File: src/rtl/sevenseg_pkg.sv
// Shared constants for the seven-segment receiver: active-low hex segment codes,
// FSM state type and the default settle period.
package sevenseg_pkg;

    localparam int SETTLE_CYCLES_DEFAULT = 16;

    // Segment order is {A,B,C,D,E,F,G}; a 0 lights the segment
    localparam logic [6:0] SEG_0 = 7'b0000001;
    localparam logic [6:0] SEG_1 = 7'b1001111;
    localparam logic [6:0] SEG_2 = 7'b0010010;
    localparam logic [6:0] SEG_3 = 7'b0000110;
    localparam logic [6:0] SEG_4 = 7'b1001100;
    localparam logic [6:0] SEG_5 = 7'b0100100;
    localparam logic [6:0] SEG_6 = 7'b0100000;
    localparam logic [6:0] SEG_7 = 7'b0001111;
    localparam logic [6:0] SEG_8 = 7'b0000000;
    localparam logic [6:0] SEG_9 = 7'b0000100;
    localparam logic [6:0] SEG_A = 7'b0001000;
    localparam logic [6:0] SEG_B = 7'b1100000;
    localparam logic [6:0] SEG_C = 7'b0110001;
    localparam logic [6:0] SEG_D = 7'b1000010;
    localparam logic [6:0] SEG_E = 7'b0110000;
    localparam logic [6:0] SEG_F = 7'b0111000;

    typedef enum logic {
        SETTLE,
        HOLD
    } state_t;

endpackage

File: src/rtl/sevenseg_rx_seg_decode.sv
// Combinational seven-segment to hex decoder; hit is low for any pattern
// that is not one of the sixteen hex glyphs.
module seg_decode
    import sevenseg_pkg::*;
(
    input  logic [6:0] seg,
    output logic [3:0] nibble,
    output logic       hit
);

    always_comb begin
        nibble = 4'h0;
        hit    = 1'b1;
        case (seg)
            SEG_0:   nibble = 4'h0;
            SEG_1:   nibble = 4'h1;
            SEG_2:   nibble = 4'h2;
            SEG_3:   nibble = 4'h3;
            SEG_4:   nibble = 4'h4;
            SEG_5:   nibble = 4'h5;
            SEG_6:   nibble = 4'h6;
            SEG_7:   nibble = 4'h7;
            SEG_8:   nibble = 4'h8;
            SEG_9:   nibble = 4'h9;
            SEG_A:   nibble = 4'hA;
            SEG_B:   nibble = 4'hB;
            SEG_C:   nibble = 4'hC;
            SEG_D:   nibble = 4'hD;
            SEG_E:   nibble = 4'hE;
            SEG_F:   nibble = 4'hF;
            default: hit = 1'b0;
        endcase
    end

endmodule

File: src/rtl/sevenseg_rx.sv
// Recovers the eight hex digits shown on a multiplexed seven-segment display.
// Define SEVENSEG_RX_DP_EN to also capture the per-digit decimal points.
module sevenseg_rx
    import sevenseg_pkg::*;
#(
    parameter int SETTLE_CYCLES = SETTLE_CYCLES_DEFAULT
) (
    input  logic        clk,
    input  logic        rst,
    input  logic [7:0]  an,
    input  logic [6:0]  seg,
    input  logic        dp,
    output logic [31:0] digits,
    output logic [7:0]  valid,
    output logic        frame_done,
    output logic        err,
    output logic [2:0]  err_digit,
    output logic [7:0]  dp_flags
);

`ifdef SEVENSEG_RX_DP_EN
    localparam int SW = 16;
    logic [SW-1:0] raw;
    logic          s_dp;
    assign raw = {an, seg, dp};
`else
    localparam int SW = 15;
    logic [SW-1:0] raw;
    logic          unused_dp;
    assign raw       = {an, seg};
    assign unused_dp = dp;
`endif

    localparam logic [15:0] LAST = 16'(SETTLE_CYCLES - 1);

    logic [SW-1:0] sync1, sync2, prev;
    logic [7:0]    s_an;
    logic [6:0]    s_seg;
    logic [7:0]    sel;
    logic [2:0]    idx;
    logic          single;
    logic [3:0]    nibble;
    logic          hit;
    logic          changed;
    logic          capture;
    logic [15:0]   count;
    logic [7:0]    seen;
    state_t        state;

    assign s_an    = sync2[SW-1 -: 8];
    assign s_seg   = sync2[SW-9 -: 7];
`ifdef SEVENSEG_RX_DP_EN
    assign s_dp    = sync2[0];
`endif
    assign changed = (sync2 != prev);
    assign capture = (state == SETTLE) && !changed && (count == LAST);
    assign single  = ($countones(sel) == 1);

    seg_decode u_decode (
        .seg    (s_seg),
        .nibble (nibble),
        .hit    (hit)
    );

    always_comb begin
        sel = ~s_an;
        idx = 3'd0;
        for (int i = 0; i < 8; i++) begin
            if (sel[i]) idx = 3'(i);
        end
    end

    // Reset to all-ones so the synchronizer looks like a blanked display
    always_ff @(posedge clk or posedge rst) begin
        if (rst) begin
            sync1 <= '1;
            sync2 <= '1;
            prev  <= '1;
        end else begin
            sync1 <= raw;
            sync2 <= sync1;
            prev  <= sync2;
        end
    end

    always_ff @(posedge clk or posedge rst) begin
        if (rst) begin
            state      <= SETTLE;
            count      <= '0;
            seen       <= '0;
            digits     <= '0;
            valid      <= '0;
            frame_done <= 1'b0;
            err        <= 1'b0;
            err_digit  <= 3'd0;
`ifdef SEVENSEG_RX_DP_EN
            dp_flags   <= '0;
`endif
        end else begin
            frame_done <= 1'b0;
            err        <= 1'b0;
            case (state)
                SETTLE: begin
                    if (changed) begin
                        count <= '0;
                    end else if (count == LAST) begin
                        state <= HOLD;
                        count <= '0;
                    end else begin
                        count <= count + 16'd1;
                    end
                end
                HOLD: begin
                    if (changed) begin
                        state <= SETTLE;
                        count <= '0;
                    end
                end
                default: begin
                    state <= SETTLE;
                    count <= '0;
                end
            endcase

            // Blanked scans (no anode low) fall through without touching anything
            if (capture) begin
                if (single) begin
                    if (hit) begin
                        digits[4*idx +: 4] <= nibble;
                        valid[idx]         <= 1'b1;
`ifdef SEVENSEG_RX_DP_EN
                        dp_flags[idx]      <= ~s_dp;
`endif
                    end else begin
                        valid[idx] <= 1'b0;
                        err        <= 1'b1;
                        err_digit  <= idx;
                    end
                    if ((seen | sel) == 8'hFF) begin
                        frame_done <= 1'b1;
                        seen       <= '0;
                    end else begin
                        seen <= seen | sel;
                    end
                end else if (sel != 8'h00) begin
                    err       <= 1'b1;
                    err_digit <= 3'd0;
                end
            end
        end
    end

`ifndef SEVENSEG_RX_DP_EN
    assign dp_flags = '0;
`endif

endmodule

File: config.mk
export PLATFORM = sky130hd
export DESIGN_NAME = sevenseg_rx
export DESIGN_NICKNAME = d
export VERILOG_FILES = /design/src/rtl/sevenseg_pkg.sv /design/src/rtl/sevenseg_rx_seg_decode.sv /design/src/rtl/sevenseg_rx.sv
export SDC_FILE = /design/constraint.sdc
export NUM_CORES = 1
export LEC_CHECK = 0
export CELL_PAD_IN_SITES_DETAIL_PLACEMENT = 1
export CELL_PAD_IN_SITES_GLOBAL_PLACEMENT = 1
export CORE_AREA = 2 2 113 115
export DETAILED_ROUTE_END_ITERATION = 16
export DIE_AREA = 0 0 115 117
export HOLD_SLACK_MARGIN = 0.12
export PLACE_DENSITY_LB_ADDON = 0.1
export SYNTH_ARGS = -nofsm -noshare
export SYNTH_HDL_FRONTEND = slang
export SYNTH_SLANG_ARGS = --single-unit
File: constraint.sdc
create_clock -name clk -period 5.4 [get_ports clk]
set_clock_uncertainty 0.2 [all_clocks]
set_input_delay 0.54 -clock clk [delete_from_list [all_inputs] [get_ports clk]]
set_output_delay 0.54 -clock clk [all_outputs]
set_load 0.01 [all_outputs]
======== After elaboration in Yosys (flattened, before gate mapping) ========
Index checks and enable logic that the tools add are counted.
operators by class
  mux-type cells .......................... 32
  shift-type cells ........................ 2
  add/subtract/negate cells ............... 9
  equality and inequality tests ........... 21
  divide/modulo/power cells ............... 0
  reductions and logical operators ........ 11
  order comparisons ....................... 2
  bitwise operators ....................... 6
  $mul .................................... 0
operators by type and width
  kind                       number
  $pmux W4 S15               1
  $mux W16                   3
  $eq A7 B6 Y1 const B       5
  $neg A5 Y34                1
  $shift A4 B34 Y32 const A  1
  $shiftx A4 B34 Y32         1
  $bwmux W32                 1
  $pmux W16 S2               1
  $eq A7 B7 Y1 const B       4
  $mux W3                    9
  $add A16 B1 Y16 const B    1
  $eq A16 B4 Y1 const B      1
  $mux W8                    2
  $not A8 Y8                 2
  $or A8 B8 Y8               2
  $reduce_or A16 Y1          1
  $ne A15 B15 Y1             1
  $eq A7 B3 Y1 const B       2
  $eq A7 B4 Y1 const B       2
  $mux W1                    13
  $add A1 B1 Y2              4
  $and A8 B8 Y8              1
  $eq A8 B8 Y1 const B       1
  $reduce_bool A8 Y1         1
  17 further kinds           22
word-level totals
  word-level logic and storage cells ...... 94
  memories kept ........................... 0
  bits in latches ......................... 0
  ROM bits ................................ 0
  bits of input ports ..................... 18
  register bits after elaboration ......... 115
  bits in writable memories ............... 0
  output and inout bits ................... 53

======== Longest topological paths before layout ========
  word-level depth ........................ 15
  mapped depth ............................ 16
  mapped depth without buffers ............ 13

======== Hierarchy ========
A second synthesis with hierarchy kept.
unflattened totals
  cell total of the unflattened synthesis .. 448
  area total of the unflattened synthesis .. 5,386.4 µm²
by module, submodules not included
  module       times used  area an instance (µm²)  sequential area each (µm²)  cells each
  sevenseg_rx  1           5,007.3                 2,934.1                     392
  seg_decode   1           379.1                   0.0                         56

======== Worst setup path before layout ========
OpenSTA, ideal clock, no wires.
  path kind ............................... reg2reg
  start point ............................. register sync2[8]
  end point ............................... register seen[7]
  stages on the path, launching flop included .. 16
  arrival time ............................ 4.138 ns
  slack ................................... 0.943 ns
  buffers on the path ..................... 2
  setup time .............................. 0.119 ns
  period minus slack after synthesis ...... 4.457 ns
  required time ........................... 5.081 ns
  cells stage by stage .................... dfstp_2 fa_1 inv_1 fa_1 fa_1 ha_1 inv_1 fa_1 nor2_1 a31o_2 nand3_1 or4_4 buf_6 or4_4 buf_6 o21a_1
on the way
  word-level cells in the longest chain between the ends .. 6
  elaborated cells on any way between the ends .. 13
  classes of those cells .................. add/sub (3); eq/ne (3); mux (1); bitwise (2); reduce/logical (4)
ends and longest elaborated chain
  element                              RTL line            RTL
  from (decl)                          sevenseg_rx.sv:36   logic [SW-1:0] sync1, sync2, prev;
  from (signal assigned)               sevenseg_rx.sv:81   sync2 <= sync1;
  $not A8 Y8                           sevenseg_rx.sv:66   sel = ~s_an;
  $add A1 B1 Y2 (not written as such)  sevenseg_rx.sv:57   assign single = ($countones(sel) == 1);
  $add A2 B2 Y3 (not written as such)  sevenseg_rx.sv:57
  $add A3 B3 Y4 (not written as such)  sevenseg_rx.sv:57
  $eq A4 B1 Y1                         sevenseg_rx.sv:57
  $reduce_and A2 Y1 (no line)          -
  to (signal assigned)                 sevenseg_rx.sv:143  seen <= seen | sel;
  to (decl)                            sevenseg_rx.sv:47   logic [7:0] seen;
Parallel ways exist; a longest one is shown, timed or not.
A chain may end at the register's enable or synchronous reset.

======== Final worst setup path ========
  start point ............................. register sync2[10]
  end point ............................... register digits[13]
on the way
  word-level cells in the longest chain between the ends .. 9
  elaborated cells on any way between the ends .. 19
  classes of those cells .................. add/sub (4); eq/ne (2); shift (2); mux (6); bitwise (1); reduce/logical (4)
ends and longest elaborated chain
  element                                                         RTL line            RTL
  $not A8 Y8                                                      sevenseg_rx.sv:66
  $mux W3 (5 in a row)                                            sevenseg_rx.sv:69   if (sel[i]) idx = 3'(i);
  $neg A5 Y34                                                     sevenseg_rx.sv:129  digits[4*idx +: 4] <= nibble;
  $shiftx A4 B34 Y32 / $shift A4 B34 Y32 (equally long branches)  sevenseg_rx.sv:129
  $bwmux W32                                                      sevenseg_rx.sv:129
  to (signal, indexed assignment)                                 sevenseg_rx.sv:129
  to (decl)                                                       sevenseg_rx.sv:13   output logic [31:0] digits,
Parallel ways exist; a longest one is shown, timed or not.

==> results.md <==
- Counting instances, the worst hold path has a depth of 0.
- The relative area change from synthesis to final layout is 23.53%.
- The clock latency at the later pin of the worst-skew pair is slightly above 0.4 ns.
- In this run the worst setup path begins at sync2[10].
- Dividing the final minimum period by the clock period gives 0.9130.
- After detailed routing, the number of remaining DRC violations is 0.
- The routed length per placed instance is 17.35 µm.
- The clock edge transition at the registers on the reported setup and hold paths is ~0.05 ns.
- For this configuration, the core starts out at a cell density of 0.4262.
- Pin placement for this block handled around 70 I/O pins.
- The clock period minus final worst setup slack is 4.930 ns.
- The biggest fanout along the worst timing path is 28.
- Buffers inserted during clock tree synthesis total 17.
- Headroom to the max-slew limit came out at 0.3149.
- The floorplan step set the die width to 115 µm.
- The critical path capture point type is a register.
- The remaining global-route overflow is 0.
- The number of nets in the layout is about 520.
- The starting DRC count in detailed routing is 144.
- The port buffer count is 61.
- The congestion estimate from routability-driven global placement came to 0.7912.
- STA classifies the critical path startpoint as a register.
- For this design the ratio of total power to cell area is roughly 320 nW/µm².
- The most critical setup path has its endpoint at digits[13].
- The count of placed standard cells including taps is 626.
- The count of synthesis-stage warnings from yosys is 0.
- The maximum count of clock buffers along a single path is 2.
- The number of placement rows is 41.
- Setup violations remaining at the end of the flow were counted as 0.
- The critical register-to-register path startpoint is sync2[10].
- The number of global-route vias before repair is approximately 3.6k.
- The worst register-to-register path ends at digits[13].
- The post-synthesis sequential element count is 115.
- Setup repair after global routing left no endpoint under its margin.
- The total routing usage reported by global routing is 0.1840.
- Across the run, the number of max-cap violations was 0.
- The maximum number of pins on one net before global-route repair is 80.
- The number of buffers inserted to repair setup after CTS is 0.
- The type of the most critical hold path is reg -> reg.
- The highest clock frequency the design can meet is around 200 MHz.
- The final cell count without fillers is 657.
- STA puts the critical path data arrival time at 5.02 ns.
- The slew at the pin with the worst max-slew slack is 1.024 ns.
- The number of hold violations in the final report is 0.
- Clock tree synthesis selected as its root buffer the cell clkbuf_16.
- The total of cells resized after clock tree synthesis is 0.
- The overall via count from detail_route is 3,545.
- The total negative slack is 0 ns.
- The total number of clock tree sinks is 115.
- The run finished with clean final reports.
- The detailed-placement wirelength estimate is 7773 µm.
- The main flop type after synthesis is dfrtp_1.
- The detail route stage leaves a number of antenna-violating nets equal to 0.
- The count of final max-slew check failures is 0.
- The fraction of registers with async set/reset is 1.000.
- CTS built an H-tree with a depth of 4.
- After clock tree synthesis, the flow added hold-fix buffers numbering 0.
- The die footprint is between 10,000 and 15,000 µm².
- The cell area that synthesis handed to floorplanning was 5248 µm².
- Measured in cells, the most critical reg-to-reg path has a length of 13.
- After synthesis, the mean cell area works out to 12.12 µm².
- Measured along the y axis, the die boundary spans 117 µm.
- The pre-antenna-repair detailed-routing pass consisted of 4 iterations.
- The TritonCTS clock tree is built.
- In the synthesized netlist, the number of instances is 433.
- After detailed routing, the total wire length is 11,400 µm.
- The number of antenna violations at the first check in global routing is 0.
- Of the synthesized area, sequential elements account for 0.5591.
- Leaving out fill and tap cells, the most frequent cells in the layout are dfrtp_1 (70), clkdlybuf4s50_1 (61), dfstp_2 (45), mux2_2 (41), nor2_1 (28).
- The critical path start-end classification is reg -> reg.
- The register-to-register setup slack is roughly 0.47 ns.
- The worst-case IR drop observed on VDD is 201.6 µV.
- The number of distinct library cells after synthesis is 52.
- The area of the core region is 12,310 µm².
- In the final layout, the share of cells above drive strength 1 is 0.2446.
- Leaving out fill and tap cells, the most frequent cell in the layout is dfrtp_1.
- The first global-routing pass estimated 18,700 µm of wire.
- The number of synthesized flops with an enable pin is 0.
- The layout has ~1.3k filler cells.
- The critical path required time is 5.49 ns.
- The ratio of routed vias to standard cells is 5.396.
- For this design the static power due to leakage is 2.877 nW.
- The number of antenna diodes in the final layout is 0.
==> how the worst min path moves through the flow <==
stage          startpoint        end  slack, ns
2_1_floorplan    sync1[0]   sync2[0]       0.15
6_report         sync1[5]   sync2[5]       0.15
4_1_cts          sync1[2]   sync2[2]       0.15
3_5_place_dp    sync1[10]  sync2[10]       0.15
3_3_place_gp     sync1[0]   sync2[0]       0.15
5_1_grt         sync1[11]  sync2[11]       0.16
==> sequential cells by signal, indices dropped and copies added (netlist names), named ones only <==
| register | cells |
|---|---|
| digits | 32 |
| count | 16 |
| prev | 15 |
| sync1 | 15 |
| sync2 | 15 |
| seen | 8 |
| err_digit | 3 |
| err | 1 |
| frame_done | 1 |
| state | 1 |
==> cells in the mapped netlist, types with 7 or more instances <==
master | n | area share
a221o_1 | 8 | 0.015
and3_1 | 15 | 0.018
buf_4 | 9 | 0.013
clkbuf_1 | 9 | 0.0064
dfrtp_1 | 70 | 0.33
dfstp_2 | 45 | 0.23
ha_1 | 7 | 0.017
inv_1 | 17 | 0.012
mux2_2 | 41 | 0.088
nand2_1 | 15 | 0.011
nand3_1 | 12 | 0.011
nor2_1 | 28 | 0.020
nor2b_1 | 10 | 0.012
nor3_1 | 13 | 0.012
nor4_1 | 10 | 0.012
o21a_1 | 8 | 0.011
o21ai_0 | 12 | 0.011
xnor2_1 | 8 | 0.013
xor2_1 | 14 | 0.023
==> kinds of logic (layout without fill, tap and decap cells) <==
logic type / count (synthesis) / count (layout) / synth area share
AOI/OAI and AO/OA: 54 / 54 / 0.07702
xor gates and xnor gates: 22 / 22 / 0.03672
adders and majority gates: 11 / 11 / 0.03195
buffers and inverters: 45 / 112 / 0.04578
DFF: 115 / 115 / 0.5591
muxes: 41 / 41 / 0.08798
other: 1 / 8 / 0.0007146
and+or+nand+nor: 144 / 144 / 0.1607
==> layout make-up <==
class	count	area, µm²	area share
flip-flops and latches	115	2934	0.4526
multi-input cells	280	2100	0.3239
repair buffers	64	633.1	0.09766
clock buffers	27	514.2	0.07933
well taps	150	187.7	0.02895
inverters	17	66.31	0.01023
clock inverters	4	47.55	0.007334
==> worst max-delay path, cell delays in order (launching register included) <==
cell	delay [ns]
dfstp_2	0.63
fa_1	0.44
inv_1	0.09
fa_1	0.44
fa_1	0.50
ha_1	0.18
inv_1	0.06
fa_1	0.39
nor2_1	0.14
a31o_2	0.17
nand3_1	0.12
or4_4	0.61
and4bb_1	0.45
mux2_2	0.37
==> through the flow <==
step | utilization | power (mW) | setup WS [ns] | hold WS, ns | cell area (µm²)
6_report | 0.5265 | 2.093 | 0.4696 | 0.1512 | 6482
4_1_cts | 0.5265 | 2.123 | 0.4446 | 0.1549 | 6482
3_5_place_dp | 0.4809 | 1.042 | 0.5725 | 0.1472 | 5921
5_1_grt | 0.5265 | 2.175 | 0.2847 | 0.1583 | 6482
3_3_place_gp | 0.4809 | 1.036 | 0.6799 | 0.1454 | 5921
2_1_floorplan | - | 1.006 | 0.9430 | 0.1452 | 5274
==> routing by layer <==
| metal | GRT usage | vias to the layer above | part of all wire |
|---|---|---|---|
| li1 | - | 1656 | - |
| met1 | 0.2331 | 1809 | 0.46 |
| met2 | 0.2996 | 64 | 0.50 |
| met3 | 0.04325 | 16 | 0.029 |
| met4 | 0.08916 | 0 | 0.020 |
| met5 | 0 | - | 0 |
==> report_power, final <==
part           switching [mW]  internal (mW)
combinational          0.0685         0.0458
clock                   0.370          0.692
sequential             0.0221          0.895
total                   0.461           1.63
Power figures use the tool's default switching activity.
==> edit, RTL diff (same settings) <==
Add a define of `SEVENSEG_RX_DP_EN`.
--- a/src/rtl/sevenseg_rx.sv
+++ b/src/rtl/sevenseg_rx.sv
@@ -1,4 +1,6 @@
 // Recovers the eight hex digits shown on a multiplexed seven-segment display.
 // Define SEVENSEG_RX_DP_EN to also capture the per-digit decimal points.
+`define SEVENSEG_RX_DP_EN
+
 module sevenseg_rx
     import sevenseg_pkg::*;
Check against the original RTL: same outputs for any inputs over 10 cycles, from zero or initial values and one cycle with rst high; that may be too few to reach the edited logic, so the function may still have changed.
==> edit against the original RTL <==
Maximum frequency shrank 4.4%. Sequential share of layout area grew 0.23 points. Non-clock buffer count up 13. Setup slack got worse by 0.23 ns. Power rose by 8.4%. Area after synthesis grew 7.5%. Sequential power is 9% higher. Sequential cell count increased by 11. Die area unchanged. Wire length rose by 24%. Design area up 9.0%. Critical endpoint is now digits[23]$_DFFE_PP0P_.
==> edit: results (changes against the original RTL) <==
- Status: completed
- Worst Tran Pin Value: 1.302 ns (+0.2778 ns)
- Peak supply drop: 0.0002918 V (+45%)
- Hold Path End: sync2[14]$_DFF_PP1_
- Gp weighted congestion: 0.8523 (+7.7%)
- Largest cells by area after synthesis: dfrtp_1 35%, dfstp_2 22%, mux2_2 4.4%
- Post-synthesis sequential area ratio: 56.95% (+1.0 points)
- Launch point of the worst hold path: sync1[14]$_DFF_PP1_
- Synth cell types: 55 (+5.8%)
- Clock power frac: 50.1% (-0.6 points)
- Hold slack: 0.1443 ns (-0.006879 ns)
- First-pass GRT wire length: 23.52 mm (+26%)
- Layout cells sized above 1: 23.58% (-0.88 points)
- Vias in the first global route: 4391 (+21%)
- Synth cell count leaders: 78 x dfrtp_1, 48 x dfstp_2, 33 x inv_1, 25 x nand2_1
- Initial antenna violation count: 0 (unchanged)
- End of the critical path: digits[23]$_DFFE_PP0P_
- Sw Ratio: 23.28% (+1.3 points)
- Crit-path max FO: 7 (-75%)
- Iter 0 DRT Violations: 327 (+130%)
- Post-detail-place hpwl: 9.573 mm (+23%)
- Register with the most flip-flops: digits
- Reg-to-reg startpoint: sync2[9]$_DFF_PP1_
- Wirelength, routed: 14.10 mm (+24%)
- Leak: 3.099 nW (+7.7%)
- Final net count: 580 (+11%)
- Most common cell after layout, fill and taps aside: dfrtp_1
- Final Cycle Share: 95.52% (+4.2 points)
- IO Port Bufs: 70 (+15%)
- Mean post-synth cell area: 11.78 um2 (-2.8%)
- Slowest-stage cell, CP: or4_1
- Total number of vias: 4048 (+14%)
- Total track usage: 23.18% (+4.8 points)
- Placed instance count: 682 (+8.9%)
- Largest net degree at the start of global routing: 64 (-20%)
- Slowest stage delay, CP: 0.71 ns (+0.08 ns)
- Reg area: 0.003213 mm2 (+9.5%)
- Drt wl/cell: 19.75 um (+14%)
- Clock Power: 1.14 mW (+8%)
[edit: cell type report]
type	instances	area share, %
sequential	126	45.49
multi-input combinational	296	31.12
timing repair buffer	77	10.66
clock buffer	21	6.661
tap	150	2.657
inverter	33	1.789
clock inverter	11	1.612
[edit: cells by family (layout without fill, tap and decap cells)]
group	after synthesis	count (layout)	synth area share, %
xor gates and xnor gates	21	21	3.260
adders and majority gates	11	11	2.972
AOI/OAI and AO/OA	72	72	7.807
muxes	41	41	8.827
and+or+nand+nor	151	151	16.10
DFF	126	126	56.95
buffers and inverters	57	142	4.081
[edit: metal layers]
| metal | vias to the layer above | routed length, um | GRT usage (%) |
|---|---|---|---|
| li1 | 1855 | - | - |
| met3 | 27 | 431 | 6.076 |
| met4 | 0 | 269 | 9.237 |
| met2 | 75 | 6986 | 37.80 |
| met1 | 2091 | 6414 | 29.80 |
| met5 | - | 0 | 0 |
